===== config.mk =====
export PLATFORM = sky130hd
export DESIGN_NAME = note_recorder
export DESIGN_NICKNAME = d
export VERILOG_FILES = /design/src/rtl/note_recorder_pkg.sv /design/src/rtl/note_buffer.sv /design/src/rtl/note_recorder.sv
export SDC_FILE = /design/constraint.sdc
export NUM_CORES = 1
export LEC_CHECK = 0
export BUFFER_PORTS_ARGS = -buffer_cell sky130_fd_sc_hd__buf_2
export CORE_ASPECT_RATIO = 1.1
export CORE_MARGIN = 3
export CORE_UTILIZATION = 35
export CTS_BUF_LIST = sky130_fd_sc_hd__clkbuf_4 sky130_fd_sc_hd__clkbuf_8
export CTS_CLUSTER_DIAMETER = 150
export CTS_CLUSTER_SIZE = 12
export DETAILED_ROUTE_END_ITERATION = 10
export PLACE_DENSITY = 0.59
export SKIP_LAST_GASP = 1
export SLEW_MARGIN = 20
export SYNTH_ARGS = -nofsm -noshare
export SYNTH_HDL_FRONTEND = slang
export SYNTH_SLANG_ARGS = --single-unit

===== constraint.sdc =====
create_clock -name clk -period 5.6 [get_ports clk]
set_input_delay 0 -clock clk [delete_from_list [all_inputs] [get_ports clk]]
set_output_delay 0 -clock clk [all_outputs]
set_load 0.03 [all_outputs]

===== src/rtl/note_recorder_pkg.sv =====
// Shared types and entry layout for the keypad note recorder.
// An entry is {rest, code, dur}, with dur in the DUR_W least-significant bits.
package note_recorder_pkg;

  typedef enum logic [1:0] {
    IDLE = 2'd0,
    REC  = 2'd1,
    PLAY = 2'd2
  } state_t;

  localparam int CODE_W = 4;

  // Value of the rest flag for a silent segment.
  localparam logic REST = 1'b1;

  function automatic int code_lsb(input int dur_w);
    return dur_w;
  endfunction

  function automatic int rest_bit(input int dur_w);
    return dur_w + CODE_W;
  endfunction

  function automatic int entry_w(input int dur_w);
    return dur_w + CODE_W + 1;
  endfunction

endpackage


===== src/rtl/note_buffer.sv =====
// Single-port synchronous RAM holding recorded segments.
// Reads are registered, so data appears one cycle after the address.
module note_buffer
  import note_recorder_pkg::*;
#(
  parameter int DEPTH = 32,
  parameter int WIDTH = entry_w(12)
) (
  input  logic                     clk,
  input  logic                     we,
  input  logic [$clog2(DEPTH)-1:0] addr,
  input  logic [WIDTH-1:0]         wdata,
  output logic [WIDTH-1:0]         rdata
);

  logic [WIDTH-1:0] mem [DEPTH];

  // NOTE: the array has no reset; the entry count alone marks which words are valid.
  always_ff @(posedge clk) begin
    if (we) mem[addr] <= wdata;
    rdata <= mem[addr];
  end

endmodule


===== src/rtl/note_recorder.sv =====
// Keypad note recorder/player: live passthrough, timed segment recording, replay.
// Assumes TICK_DIV >= 2 so the next entry can be prefetched before the current one expires.
module note_recorder
  import note_recorder_pkg::*;
#(
  parameter int DEPTH    = 32,
  parameter int DUR_W    = 12,
  parameter int TICK_DIV = 50000
) (
  input  logic                   clk,
  input  logic                   rst,
  input  logic [CODE_W-1:0]      key_code,
  input  logic                   key_down,
  input  logic                   rec_btn,
  input  logic                   play_btn,
  output logic [CODE_W-1:0]      note,
  output logic                   note_en,
  output logic                   recording,
  output logic                   playing,
  output logic [$clog2(DEPTH):0] count
);

  localparam int AW       = $clog2(DEPTH);
  localparam int CW       = AW + 1;
  localparam int EW       = entry_w(DUR_W);
  localparam int CODE_LSB = code_lsb(DUR_W);
  localparam int REST_BIT = rest_bit(DUR_W);
  localparam int PW       = (TICK_DIV > 1) ? $clog2(TICK_DIV) : 1;

  localparam logic [PW-1:0]    PRESC_LAST = PW'(TICK_DIV - 1);
  localparam logic [DUR_W-1:0] DUR_MAX    = '1;
  localparam logic [CW-1:0]    LAST_SLOT  = CW'(DEPTH - 1);

  state_t state, state_nx;

  logic              rec_q, play_q, rec_rise, play_rise;
  logic [PW-1:0]     presc;
  logic              tick;
  logic              seg_open, seg_key, seg_changed, seg_sat;
  logic [CODE_W-1:0] seg_code, live_code;
  logic [DUR_W-1:0]  seg_ticks, seg_dur;
  logic              commit, seg_start, play_start, entry_load, play_pending;
  logic [CW-1:0]     play_idx;
  logic [DUR_W-1:0]  ticks_left;
  logic              we;
  logic [AW-1:0]     addr;
  logic [EW-1:0]     wdata, rdata;
  logic [DUR_W-1:0]  rd_dur;
  logic [CODE_W-1:0] rd_code;
  logic              rd_rest;

  assign rec_rise  = rec_btn & ~rec_q;
  assign play_rise = play_btn & ~play_q;
  assign tick      = (presc == PRESC_LAST);

  // Rests carry no code, so a code change while no key is held is not a new segment.
  assign live_code   = key_down ? key_code : '0;
  assign seg_changed = (key_down != seg_key) || (live_code != seg_code);
  assign seg_sat     = tick && (seg_ticks == DUR_MAX - 1'b1);
  assign seg_dur     = (seg_ticks == '0 && !tick) ? DUR_W'(1) : seg_ticks + DUR_W'(tick);

  assign rd_dur  = rdata[DUR_W-1:0];
  assign rd_code = rdata[CODE_LSB +: CODE_W];
  assign rd_rest = rdata[REST_BIT];

  assign we    = commit;
  assign wdata = {(seg_key ? ~REST : REST), seg_code, seg_dur};
  assign addr  = (state == REC) ? count[AW-1:0] : play_idx[AW-1:0];

  note_buffer #(
    .DEPTH(DEPTH),
    .WIDTH(EW)
  ) u_buf (
    .clk  (clk),
    .we   (we),
    .addr (addr),
    .wdata(wdata),
    .rdata(rdata)
  );

  // NOTE: every signal driven here gets a default first, so no path can infer a latch.
  always_comb begin
    state_nx   = state;
    commit     = 1'b0;
    seg_start  = 1'b0;
    play_start = 1'b0;
    entry_load = 1'b0;
    case (state)
      IDLE: begin
        if (rec_rise) begin
          state_nx = REC;
        end else if (play_rise && count != '0) begin
          state_nx   = PLAY;
          play_start = 1'b1;
        end
      end
      REC: begin
        if (rec_rise) begin
          commit   = seg_open && seg_key;
          state_nx = IDLE;
        end else if (!seg_open) begin
          seg_start = key_down;
        end else if (seg_changed || seg_sat) begin
          commit    = 1'b1;
          seg_start = 1'b1;
        end
        if (commit && count == LAST_SLOT) state_nx = IDLE;
      end
      PLAY: begin
        if (play_rise) begin
          state_nx = IDLE;
        end else if (play_pending) begin
          entry_load = 1'b1;
        end else if (tick && ticks_left == DUR_W'(1)) begin
          if (play_idx == count) state_nx = IDLE;
          else                   entry_load = 1'b1;
        end
      end
      default: state_nx = IDLE;
    endcase
  end

  // NOTE: registers use non-blocking assignments so every flop samples pre-edge values.
  always_ff @(posedge clk or posedge rst) begin
    if (rst) state <= IDLE;
    else     state <= state_nx;
  end

  always_ff @(posedge clk or posedge rst) begin
    if (rst) begin
      rec_q        <= 1'b0;
      play_q       <= 1'b0;
      presc        <= '0;
      count        <= '0;
      seg_open     <= 1'b0;
      seg_key      <= 1'b0;
      seg_code     <= '0;
      seg_ticks    <= '0;
      play_pending <= 1'b0;
      play_idx     <= '0;
      ticks_left   <= '0;
      note         <= '0;
      note_en      <= 1'b0;
      recording    <= 1'b0;
      playing      <= 1'b0;
    end else begin
      rec_q     <= rec_btn;
      play_q    <= play_btn;
      recording <= (state_nx == REC);
      playing   <= (state_nx == PLAY);

      if (seg_start || entry_load || tick) presc <= '0;
      else                                 presc <= presc + 1'b1;

      if (state == IDLE && state_nx == REC) begin
        count    <= '0;
        seg_open <= 1'b0;
      end else if (commit) begin
        count <= count + 1'b1;
      end

      if (seg_start) begin
        seg_open  <= 1'b1;
        seg_key   <= key_down;
        seg_code  <= live_code;
        seg_ticks <= '0;
      end else if (tick && state == REC) begin
        seg_ticks <= seg_ticks + 1'b1;
      end

      // play_idx names the entry being prefetched; the first load comes from the start read.
      play_pending <= play_start;
      if (state_nx != PLAY)               play_idx <= '0;
      else if (play_start)                play_idx <= CW'(1);
      else if (entry_load && !play_pending) play_idx <= play_idx + 1'b1;

      if (entry_load)                 ticks_left <= rd_dur;
      else if (tick && state == PLAY) ticks_left <= ticks_left - 1'b1;

      if (state_nx != PLAY) begin
        note    <= key_code;
        note_en <= key_down;
      end else if (entry_load) begin
        note    <= rd_code;
        note_en <= (rd_rest != REST);
      end
    end
  end

endmodule


=== Word level (Yosys, flattened, before mapping) ===
Memory sizes are Yosys's and may differ from the RTL's. A register that Yosys moved wholly into a read port is not among the register bits.
Cells that the tools add are included.

* Register bits: 70
* Bits in writable memories: 544
* Logic and storage cells: 112
* Memories kept: 1

* Add/sub/neg operators: 6
* Equality and inequality tests: 12
* Multiplexer cells: 47
* Bitwise operators: 5
* Reductions and logical operators: 25

{| class="wikitable"
|+ Memory list
! name !! depth !! bits a word !! read ports !! clocked after Yosys merged registers in !! write ports !! line !! text
|-
| u_buf.mem || 32 || 17 || 1 || 1 || 1 || note_buffer.sv:16 || <nowiki>logic [WIDTH-1:0] mem [DEPTH];</nowiki>
|}

{| class="wikitable"
|+ Operators with widths
! operator !! count
|-
| $mux 12 || 5
|-
| $mux 6 || 5
|-
| $mux 1 || 23
|-
| $add 16x1->16 const B || 1
|-
| $eq 16x16->1 const B || 1
|-
| $mux 16 || 1
|-
| $mux 2 || 8
|-
| $add 12x1->12 || 1
|-
| $add 12x1->12 const B || 1
|-
| $add 6x1->6 const B || 2
|-
| $eq 12x1->1 const B || 1
|-
| $eq 12x12->1 const B || 1
|-
| $logic_not 12->1 || 1
|-
| $mux 4 || 3
|-
| $sub 12x1->12 const B || 1
|-
| $logic_and 1x1->1 || 10
|-
| $reduce_bool 2->1 || 5
|-
| $eq 6x5->1 const B || 1
|-
| $eq 6x6->1 || 1
|-
| $pmux 2 s3 || 1
|-
| $reduce_bool 6->1 || 1
|-
| $mux 5 || 1
|-
| $eq 2x1->1 const B || 2
|-
| $eq 2x2->1 const B || 2
|-
| 9 further kinds || 16
|}

=== Logic depth before layout (Yosys ltp) ===
Gate-level depths: netlist of run 1.

* Depth after elaboration: 15
* Gate-level depth with buffers: 10
* Mapped depth without buffers: 8

=== Cells and area by module ===
A second synthesis of run 1 with hierarchy kept.

* Cells, all modules: 1,592
* Area total of the unflattened synthesis: 25,326.8 um^2

{| class="wikitable"
|+ By module, submodules not included
! module !! instances !! cells an instance !! area an instance (um^2) !! sequential area each (um^2)
|-
| note_buffer || 1 || 1,148 || 21,310.4 || 16,676.0
|-
| note_recorder || 1 || 444 || 4,016.4 || 1,751.7
|}

=== Worst setup path before layout of run 1 ===
Ideal clock, no wire load.

* Kind: flip-flop to flip-flop
* Start point: register presc[7]
* End point: memory u_buf.mem[0][10] (netlist name), data pin
* Arrival time: 2.924 ns
* Data required time: 5.229 ns
* Path slack: 2.305 ns
* Stages on the path, launching flop included: 8
* Path buffers: 0
* Period minus slack after synthesis: 3.295 ns
* Path through: dfrtp_1 -> or4b_4 -> nor4_4 -> ha_1 -> ha_1 -> nand2_1 -> nor3_1 -> xor2_1

* Longest elaborated chain between the ends: 4

{| class="wikitable"
|+ Ends and longest elaborated chain
! item !! line !! text
|-
| start, declared || note_recorder.sv:37 || <nowiki>logic [PW-1:0] presc;</nowiki>
|-
| start signal, assigned || note_recorder.sv:153 || <nowiki>else presc <= presc + 1'b1;</nowiki>
|-
| $eq 16x16->1 (*) || note_recorder.sv:54 || <nowiki>assign tick = (presc == PRESC_LAST);</nowiki>
|-
| parallel branches: the longest is 2 deep, another holds $add 12x1->12 || n/a ||
|-
| $mux 12 (*) || note_recorder.sv:60 || <nowiki>assign seg_dur = (seg_ticks == '0 && !tick) ? DUR_W'(1) : seg_ticks + DUR_W'(tick);</nowiki>
|-
| net seg_dur[10] || note_recorder.sv:41 || <nowiki>logic [DUR_W-1:0] seg_ticks, seg_dur;</nowiki>
|-
| end, declared || note_buffer.sv:16 ||
|}

Mark *: on every way through the listed nets, which the timed path passes.

=== Worst setup path in the final report of run 1 ===
* Start point: register presc[7]
* End point: memory u_buf.mem[6][13] (netlist name), enable pin

* Longest elaborated chain between the ends: 10

{| class="wikitable"
|+ Ends and longest elaborated chain
! item !! line !! text
|-
| $eq 16x16->1 || note_recorder.sv:54 ||
|-
| $logic_and 1x1->1 || note_recorder.sv:59 || <nowiki>assign seg_sat = tick && (seg_ticks == DUR_MAX - 1'b1);</nowiki>
|-
| $logic_or 1x1->1 || note_recorder.sv:103 || <nowiki>end else if (seg_changed || seg_sat) begin</nowiki>
|-
| $mux 1 || note_recorder.sv:103 ||
|-
| $mux 1 || note_recorder.sv:101 || <nowiki>end else if (!seg_open) begin</nowiki>
|-
| $mux 1 || note_recorder.sv:98 || <nowiki>if (rec_rise) begin</nowiki>
|-
| $mux 1 (2 in a row) || note_recorder.sv:88 || <nowiki>case (state)</nowiki>
|-
| $mux 1 || note_buffer.sv:20 || <nowiki>if (we) mem[addr] <= wdata;</nowiki>
|-
| $mux 1 (implied by the code) || note_buffer.sv:20 ||
|}

No other way between the ends. The select of a mux whose other input is x is not followed.

==> summary.txt, run 1 <==
Outcome
  • Status: finished clean

Clock network
  • CTS max path bufs: 3
  • Post-CTS Setup Inserts: 0
  • Post-cts resize count: 0
  • CTS Buf Count: just under 60
  • Clk root buf: clkbuf_8
  • CTS tree: yes
  • Hold buffers post-CTS: 14
  • Clock Latency Late Sink: ~0.7 ns
  • H-tree levels: 2
  • Clock sink total: roughly 630
  • Clock Pin Slew Worst Setup and Hold Paths: 0.08 ns

Floorplanning
  • Die width: 261.3 µm
  • Rows: about 100
  • Core area: just over 0.07 mm²
  • Die area: around 0.075 mm²
  • DIE HEIGHT: between 200 and 300 µm
  • Initial Util: a little over a third
  • IO Pins: 22

Global routing
  • Vias in the first global route: approximately 13000
  • Global-route wire length before repair: just under 90000 µm
  • Total GRT Usage: between 10% and 20%
  • Remaining Overflow, GRT: 0
  • Largest net degree at the start of global routing: 84
  • Initial antenna violation count: 1

Worst hold path
  • HP Class: primary input to asynchronous set/reset pin

Timing
  • Final hold vios: 0
  • Worst relative slew slack: between 30% and 40%
  • Max frequency: between 200 and 250 MHz
  • Hold slack: between 0.1 and 0.15 ns
  • RSZ-0062 raised after global routing: no
  • # setup viols final: 0
  • Fin. max-slew vios: 0
  • Final Cycle Share: 74.21%
  • Period minus WS final: approximately 4.2 ns
  • Slew @ Worst Pin: approximately 1.0 ns
  • Final Skew: between 0.02 and 0.03 ns
  • Total negative slack: 0 ns

Place
  • Dpl cells: 2299
  • GPL Wtd Cong: ~0.84
  • Port Buf Inserts: 21
  • DPL Wire Length: roughly 36000 µm

Setup path
  • Critical Path AT: 4.46 ns
  • Critical path startpoint: presc[7]
  • Crit Path Max Fanout: 17
  • CP Class: flip-flop to flip-flop
  • Setup crit start kind: flip-flop
  • Worst R2R Start: presc[7]
  • CP Capture Type: flip-flop
  • R2R setup slack: between 1 and 1.5 ns
  • CP required: 5.90 ns

Pwr
  • Leak: just over 9 nW
  • Peak VDD IR: 0.2067 mV
  • Power per Cell Area: 383.5 mW/mm²

Logic synthesis
  • Synth Cell Area: 0.02508 mm²
  • Synth warnings: 0
  • Avg Synthesized Cell Area: between 15 and 20 µm²
  • Primary FF master, synth: edfxtp_1
  • Post-synth EDFFs: between 500 and 600
  • Post-synth top area share: roughly 65%
  • Post-synth ARST share: 11.09%
  • Netlist cell types: 60
  • #FFs+latches synth: approximately 630
  • Top post-synthesis cells by area: edfxtp_1, mux4_2, dfrtp_1
  • Syn nets: around 1400
  • Largest area contributor in the netlist: edfxtp_1
  • Post-Syn Instances: ~1400
  • Sequential area share after synthesis: roughly three quarters

Route
  • Routed Antenna Nets: 0
  • First drt pass iteration count: 5
  • Initial DRC count: between 1000 and 1500
  • DR vias: around 13000
  • Routed wire per std cell: 24.89 µm
  • DR vias/cell: approximately 5.3
  • Post-Route WL: around 60000 µm
  • Drt drc: 0

Finish
  • Share of cells above drive strength 1: about a quarter
  • Non-filler cells, final: ~2400
  • Nets: ~1500
  • Area Growth Syn to Fin: 10.92%
  • Antenna cells: 0

Flow run
  • Max Cap Viol: 0
==> cell usage in the layout (no fill, tap or decap), types with 3 or more instances in the layout <==
| cell type | instances |
|---|---|
| o211ai_1 | 3 |
| clkbuf_4 | 35 |
| buf_12 | 3 |
| buf_2 | 21 |
| o21ai_0 | 20 |
| a22o_1 | 21 |
| a22oi_1 | 41 |
| nand3_1 | 31 |
| and3_1 | 6 |
| edfxtp_1 | 544 |
| nand3_2 | 4 |
| clkbuf_8 | 59 |
| xnor2_1 | 25 |
| ha_1 | 11 |
| or2_2 | 4 |
| a21oi_1 | 13 |
| nor2b_1 | 20 |
| mux2_2 | 4 |
| nor2_2 | 11 |
| nand2_1 | 57 |
| dfrtp_1 | 69 |
| mux4_2 | 136 |
| or3_1 | 9 |
| dfxtp_1 | 17 |
| xor2_1 | 12 |
| nor4_1 | 7 |
| nor2_1 | 85 |
| nor3_1 | 14 |
| buf_4 | 48 |
| nand4_1 | 10 |
| nand2b_1 | 12 |
| inv_1 | 20 |
| and2_1 | 5 |
| mux2i_1 | 15 |
| dlygate4sd3_1 | 14 |
| a211oi_1 | 20 |
| xnor2_2 | 3 |
| xor2_2 | 6 |
==> power by group <==
part,switching [W],internal (W),total (W)
clock,0.00149,0.00121,0.00270
sequential,0.000180,0.00542,0.00560
combinational,0.00135,0.00102,0.00237
==> flip-flops by register name, indices dropped and copies added (netlist names), 6 cells and up <==
name / cells
presc: 16
play_idx: 6
u_buf.rdata: 17
u_buf.mem: 544
seg_ticks: 12
count: 6
ticks_left: 12
==> through the flow <==
| stage | power (W) | worst slack (ns) | util (%) | instance area [µm²] |
|---|---|---|---|---|
| 2_1_floorplan | 0.007328 | 2.305 | - | 25080 |
| 3_5_place_dp | 0.008093 | 1.353 | 37.59 | 26580 |
| 3_3_place_gp | 0.008062 | 1.478 | 37.59 | 26570 |
| 4_1_cts | 0.01081 | 1.321 | 39.35 | 27820 |
| 6_report | 0.01067 | 1.444 | 39.35 | 27820 |
| 5_1_grt | 0.01112 | 1.131 | 39.35 | 27820 |
==> worst paths after layout <==
path                                         end  cells after the start
worst max-delay path            u_buf.mem[6][13]                      6
worst min-delay path                    state[1]                      4
worst max register to register  u_buf.mem[6][13]                      6
worst min register to register    ticks_left[11]                      2
max in group asynchronous            seg_code[1]                      4
min in group clk                         note[0]                      4
==> critical path: stages, from the launching register on <==
cell	delay, ns
dfrtp_1	0.41
or4b_4	0.57
nor4_4	0.52
nand4_2	0.25
a31oi_2	0.70
nand3_2	0.44
nor2_2	0.89
==> cell type report <==
class	instances	area (µm²)
Clock inverter	3	26.28
Sequential cell	631	18430
Inverter	22	82.58
Tap cell	936	1171
Timing Repair Buffer	86	665.6
Clock buffer	94	1075
Fill cell	6375	42880
Multi-Input combinational cell	638	6374
==> metal layers <==
layer	vias to the layer above	part of all wire (%)	routed length, µm	GRT usage, %
met2	455	47	28170	24.94
met5	-	0.018	11	0
met4	2	4.1	2465	6.335
met1	6757	42	25430	22.36
li1	5540	-	-	-
met3	102	6.5	3901	3.022
==> logic make-up (layout without fill, tap and decap cells) <==
family | Yosys count | after routing | share of synthesized area (%)
flip-flops | 631 | 631 | 73.46
buffers and inverters | 81 | 205 | 1.636
AO/OA/AOI/OAI | 137 | 137 | 3.956
XOR/XNOR | 46 | 46 | 1.606
AND/OR/NAND/NOR | 287 | 287 | 5.696
multiplexers | 157 | 157 | 13.09
adder cells (fa/ha/maj) | 11 | 11 | 0.5487
==> synthesized netlist by cell type, drive strengths merged, types with 2 or more instances <==
master / count
dfxtp: 17
mux2i: 15
clkbuf: 23
a31oi: 3
nor3b: 2
nor4: 8
mux4: 136
nand2: 57
a22o: 21
or3: 9
inv: 22
o211ai: 3
xor2: 18
or2: 4
a22oi: 41
and2: 5
and3: 6
xnor2: 28
nand4bb: 2
nor2b: 21
a211oi: 20
buf: 36
nand4: 12
nand3: 35
ha: 11
mux2: 6
a21oi: 13
nor2: 96
nand2b: 12
o21ai: 22
or4b: 2
a41o: 2
edfxtp: 544
dfrtp: 70
nor3: 14
No activity file was read; power rests on OpenSTA's default activity.
==> inputs of run 2 (changes only) <==
- ABC_AREA: not set -> 1
- clock period: 5.6 -> 4.2 ns (I/O delays scaled with it)
==> summary.txt, run 2 <==
Finish
  • Most frequent cells in the layout: nand2_1, edfxtp_1, nor2_1
  • Most common cell after layout, fill and taps aside: nand2_1
  • # fillers: 7602 (+19%)
  • Largest regs: u_buf.mem (544), u_buf.rdata (17), presc (16)
  • Top reg by flops: u_buf.mem
  • Share of cells above drive strength 1: 8.056% (-16 points)
  • Area Growth Syn to Fin: 9.881%
  • Number of flip-flops under the largest register name: 544 (unchanged)
  • Non-filler cells, final: 3916 (+62%)
  • Final Util: 38.88% (-0.47 points)
  • Post-route design area: 0.03019 mm² (+8.5%)
  • Nets: 2876 (+97%)

Logic synthesis
  • Primary FF master, synth: edfxtp_1
  • Sequential area share after synthesis: 67.06% (-6.4 points)
  • Post-synthesis mux area share: 0% (-13 points)
  • Post-synth top area share: 59.45% (-5.7 points)
  • Avg Synthesized Cell Area: 9.813 µm² (-47%)
  • Largest family of logic cells by synthesized area: simple AND/OR/NAND/NOR gates
  • Post-Syn Instances: 2800 (+110%)
  • Compound-gate portion of the synthesized area: 0.6830% (-3.3 points)
  • Xor and xnor area share after synthesis: 1.371% (-0.24 points)
  • Syn nets: 2820 (+110%)
  • Synth top cells by count: nand2_1, edfxtp_1, nor2_1
  • Top-count cell post-synth: nand2_1
  • Post-synth EDFFs: 544 (unchanged)
  • Largest area contributor in the netlist: edfxtp_1
  • Post-synthesis simple-gate area fraction: 26.87% (+21 points)
  • Synth Cell Area: 0.02748 mm² (+9.5%)
  • Adder-Cell Fraction of Synth Area: 0.5009% (-0.048 points)
  • #FFs+latches synth: 631 (unchanged)
  • Post-synth ARST share: 11.09% (unchanged)
  • Netlist cell types: 39 (-35%)
  • Top post-synthesis cells by area: edfxtp_1, nand2_1, dfrtp_1
  • Synth warnings: 0 (unchanged)

Global routing
  • Vias in the first global route: 17420 (+35%)
  • Largest net degree at the start of global routing: 130 (+55%)
  • Total GRT Usage: 17.38% (+1.3 points)
  • Remaining Overflow, GRT: 0 (unchanged)
  • Global-route wire length before repair: 108200 µm (+24%)
  • Initial antenna violation count: 1 (unchanged)

Clock network
  • Clock sink total: 631 (unchanged)
  • CTS max path bufs: 3 (unchanged)
  • H-tree levels: 2 (unchanged)
  • CTS Buf Count: 58 (unchanged)
  • Clk root buf: clkbuf_8
  • CTS tree: yes
  • Clock Latency Late Sink: 0.69 ns (about the same)
  • Clock Pin Slew Worst Setup and Hold Paths: 0.09 ns (about the same)

Route
  • DR vias: 18550 (+44%)
  • Routed Antenna Nets: 0 (unchanged)
  • Post-Route WL: 71790 µm (+20%)
  • Initial DRC count: 1609 (+22%)
  • DR vias/cell: 4.737 (-11%)
  • Routed wire per std cell: 18.33 µm (-26%)
  • First drt pass iteration count: 5 (unchanged)
  • Drt drc: 0 (unchanged)

Timing
  • Slew @ Worst Pin: 1.108 ns (+0.07887 ns)
  • Final Skew: 0.02288 ns (-0.006540 ns)
  • Total negative slack: 0 ns (unchanged)
  • RSZ-0062 raised after global routing: no
  • Worst relative slew slack: 26.03% (-5.2 points)
  • Worst setup margin: 0.6548 ns (-0.7893 ns)
  • Final hold vios: 0 (unchanged)
  • Final Cycle Share: 84.41% (+10 points)
  • Period minus WS final: 3.545 ns (-0.6107 ns)
  • # setup viols final: 0 (unchanged)
  • Max frequency: 282.1 MHz (+17%)
  • Fin. max-slew vios: 0 (unchanged)

Pwr
  • Power per Cell Area: 531.7 mW/mm² (+39%)
  • Net Sw Frac: 37.64% (+9.4 points)
  • Int Power: 0.01001 W (+31%)
  • Combinational power share: 31.6% (+9.4 points)
  • Flop pwr share: 46.8% (-5.7 points)
  • Clock share of power: 21.7% (-3.6 points)
  • Leak: 13.24 nW (+46%)
  • Peak VDD IR: 0.4855 mV (+130%)
  • Psw: 0.006044 W (+100%)

Floorplanning
  • Initial Util: 35.39% (-0.091 points)
  • DIE HEIGHT: 299.9 µm (+4.6%)
  • Die width: 273.2 µm (+4.6%)
  • Core area: 0.07765 mm² (+9.8%)
  • IO Pins: 22 (unchanged)
  • Die area: 0.08191 mm² (+9.3%)
  • Rows: 107 (+4.9%)

Place
  • Post-Place Setup Slack: 0.6907 ns (-0.6618 ns)
  • GPL Wtd Cong: 0.8881 (+5.3%)
  • DPL Wire Length: 42440 µm (+17%)
  • Placed Area: 0.02907 mm² (+9.4%)
  • Port Buf Inserts: 21 (unchanged)
  • Dpl cells: 3819 (+66%)

Flow run
  • Max Cap Viol: 0 (unchanged)

Setup path
  • Critical Path AT: 3.91 ns (-0.55 ns)
  • CP Class: flip-flop to flip-flop
  • CP Capture Type: flip-flop
  • Crit Path Max Fanout: 32 (+15)
  • CP required: 4.57 ns (-1.33 ns)
  • Setup crit start kind: flip-flop

Worst hold path
  • HP Class: primary input to flip-flop

Outcome
  • Status: finished clean
-- run 2: what timing repair did --
item,4_1_cts,5_1_grt
setup buffers,0,0
hold buffers,12,0
gates resized for setup,0,0
endpoints found under the hold margin,49,0
-- run 2: critical path: stages (launching register included) --
cell	delay [ns]
dfrtp_1	0.38
ha_1	0.20
nand2_1	0.09
nor2_4	0.18
nand3_2	0.12
nor2_4	0.28
ha_1	0.24
ha_1	0.19
inv_1	0.05
nor2_1	0.28
nand2_1	0.21
nor2_1	0.31
xor2_4	0.69
-- run 2: path summary, 6_finish.rpt --
kind,start,to,slack [ns],cells after the start
hold reg to reg,presc[0],presc[0],0.47,1
min in group asynchronous,rst,ticks_left[8],0.50,4
hold / removal,key_code[0],note[0],0.20,4
setup / recovery,presc[0],u_buf.mem[6][10],0.65,12
max in group asynchronous,rst,seg_ticks[0],2.68,5
setup reg to reg,presc[0],u_buf.mem[6][10],0.65,12
-- run 2: metal layers --
layer  track usage (%)  vias up  wire length [µm]
met3             2.147       96              3829
met1             23.90     8868             31690
met2             28.57      490             34040
met5                 0        -                 0
met4             5.846        0              2234
li1                  -     9095                 -
-- run 2: area by class of cell --
cell class	count	area, µm²	share of cell area (%)
repair buffers	110	915.9	3.033
multi-input cells	1955	8167	27.05
diodes	1	2.502	0.008288
well taps	1035	1295	4.289
clock inverters	3	25.02	0.08288
flip-flops and latches	631	18430	61.03
clock buffers	81	977.2	3.237
inverters	100	382.9	1.268
-- run 2: cell families (layout without fill, tap and decap cells) --
family / after synthesis / after routing
compound gates: 28 / 28
xor+xnor: 43 / 43
other cells: 0 / 1
flops: 631 / 631
buf+inv: 214 / 294
simple gates: 1873 / 1873
fa+ha+maj: 11 / 11
-- run 2: power by group through the flow --
stage | Clock (W) | Combinational [W] | Sequential [W]
finish | 0.00348 | 0.00507 | 0.00751
global route | 0.00381 | 0.00565 | 0.00754
CTS | 0.00359 | 0.00508 | 0.00750
detailed placement | 0 | 0.00506 | 0.00764
global placement | 0 | 0.00504 | 0.00764
floorplan | 0 | 0.00330 | 0.00775
-- run 2: through the flow --
stage	hold WS, ns	total power [W]
after floorplan	0.03143	0.01105
after global placement	0.1241	0.01268
after detailed placement	0.1287	0.01270
after CTS	0.1465	0.01617
after global routing	0.2029	0.01700
final	0.1984	0.01605
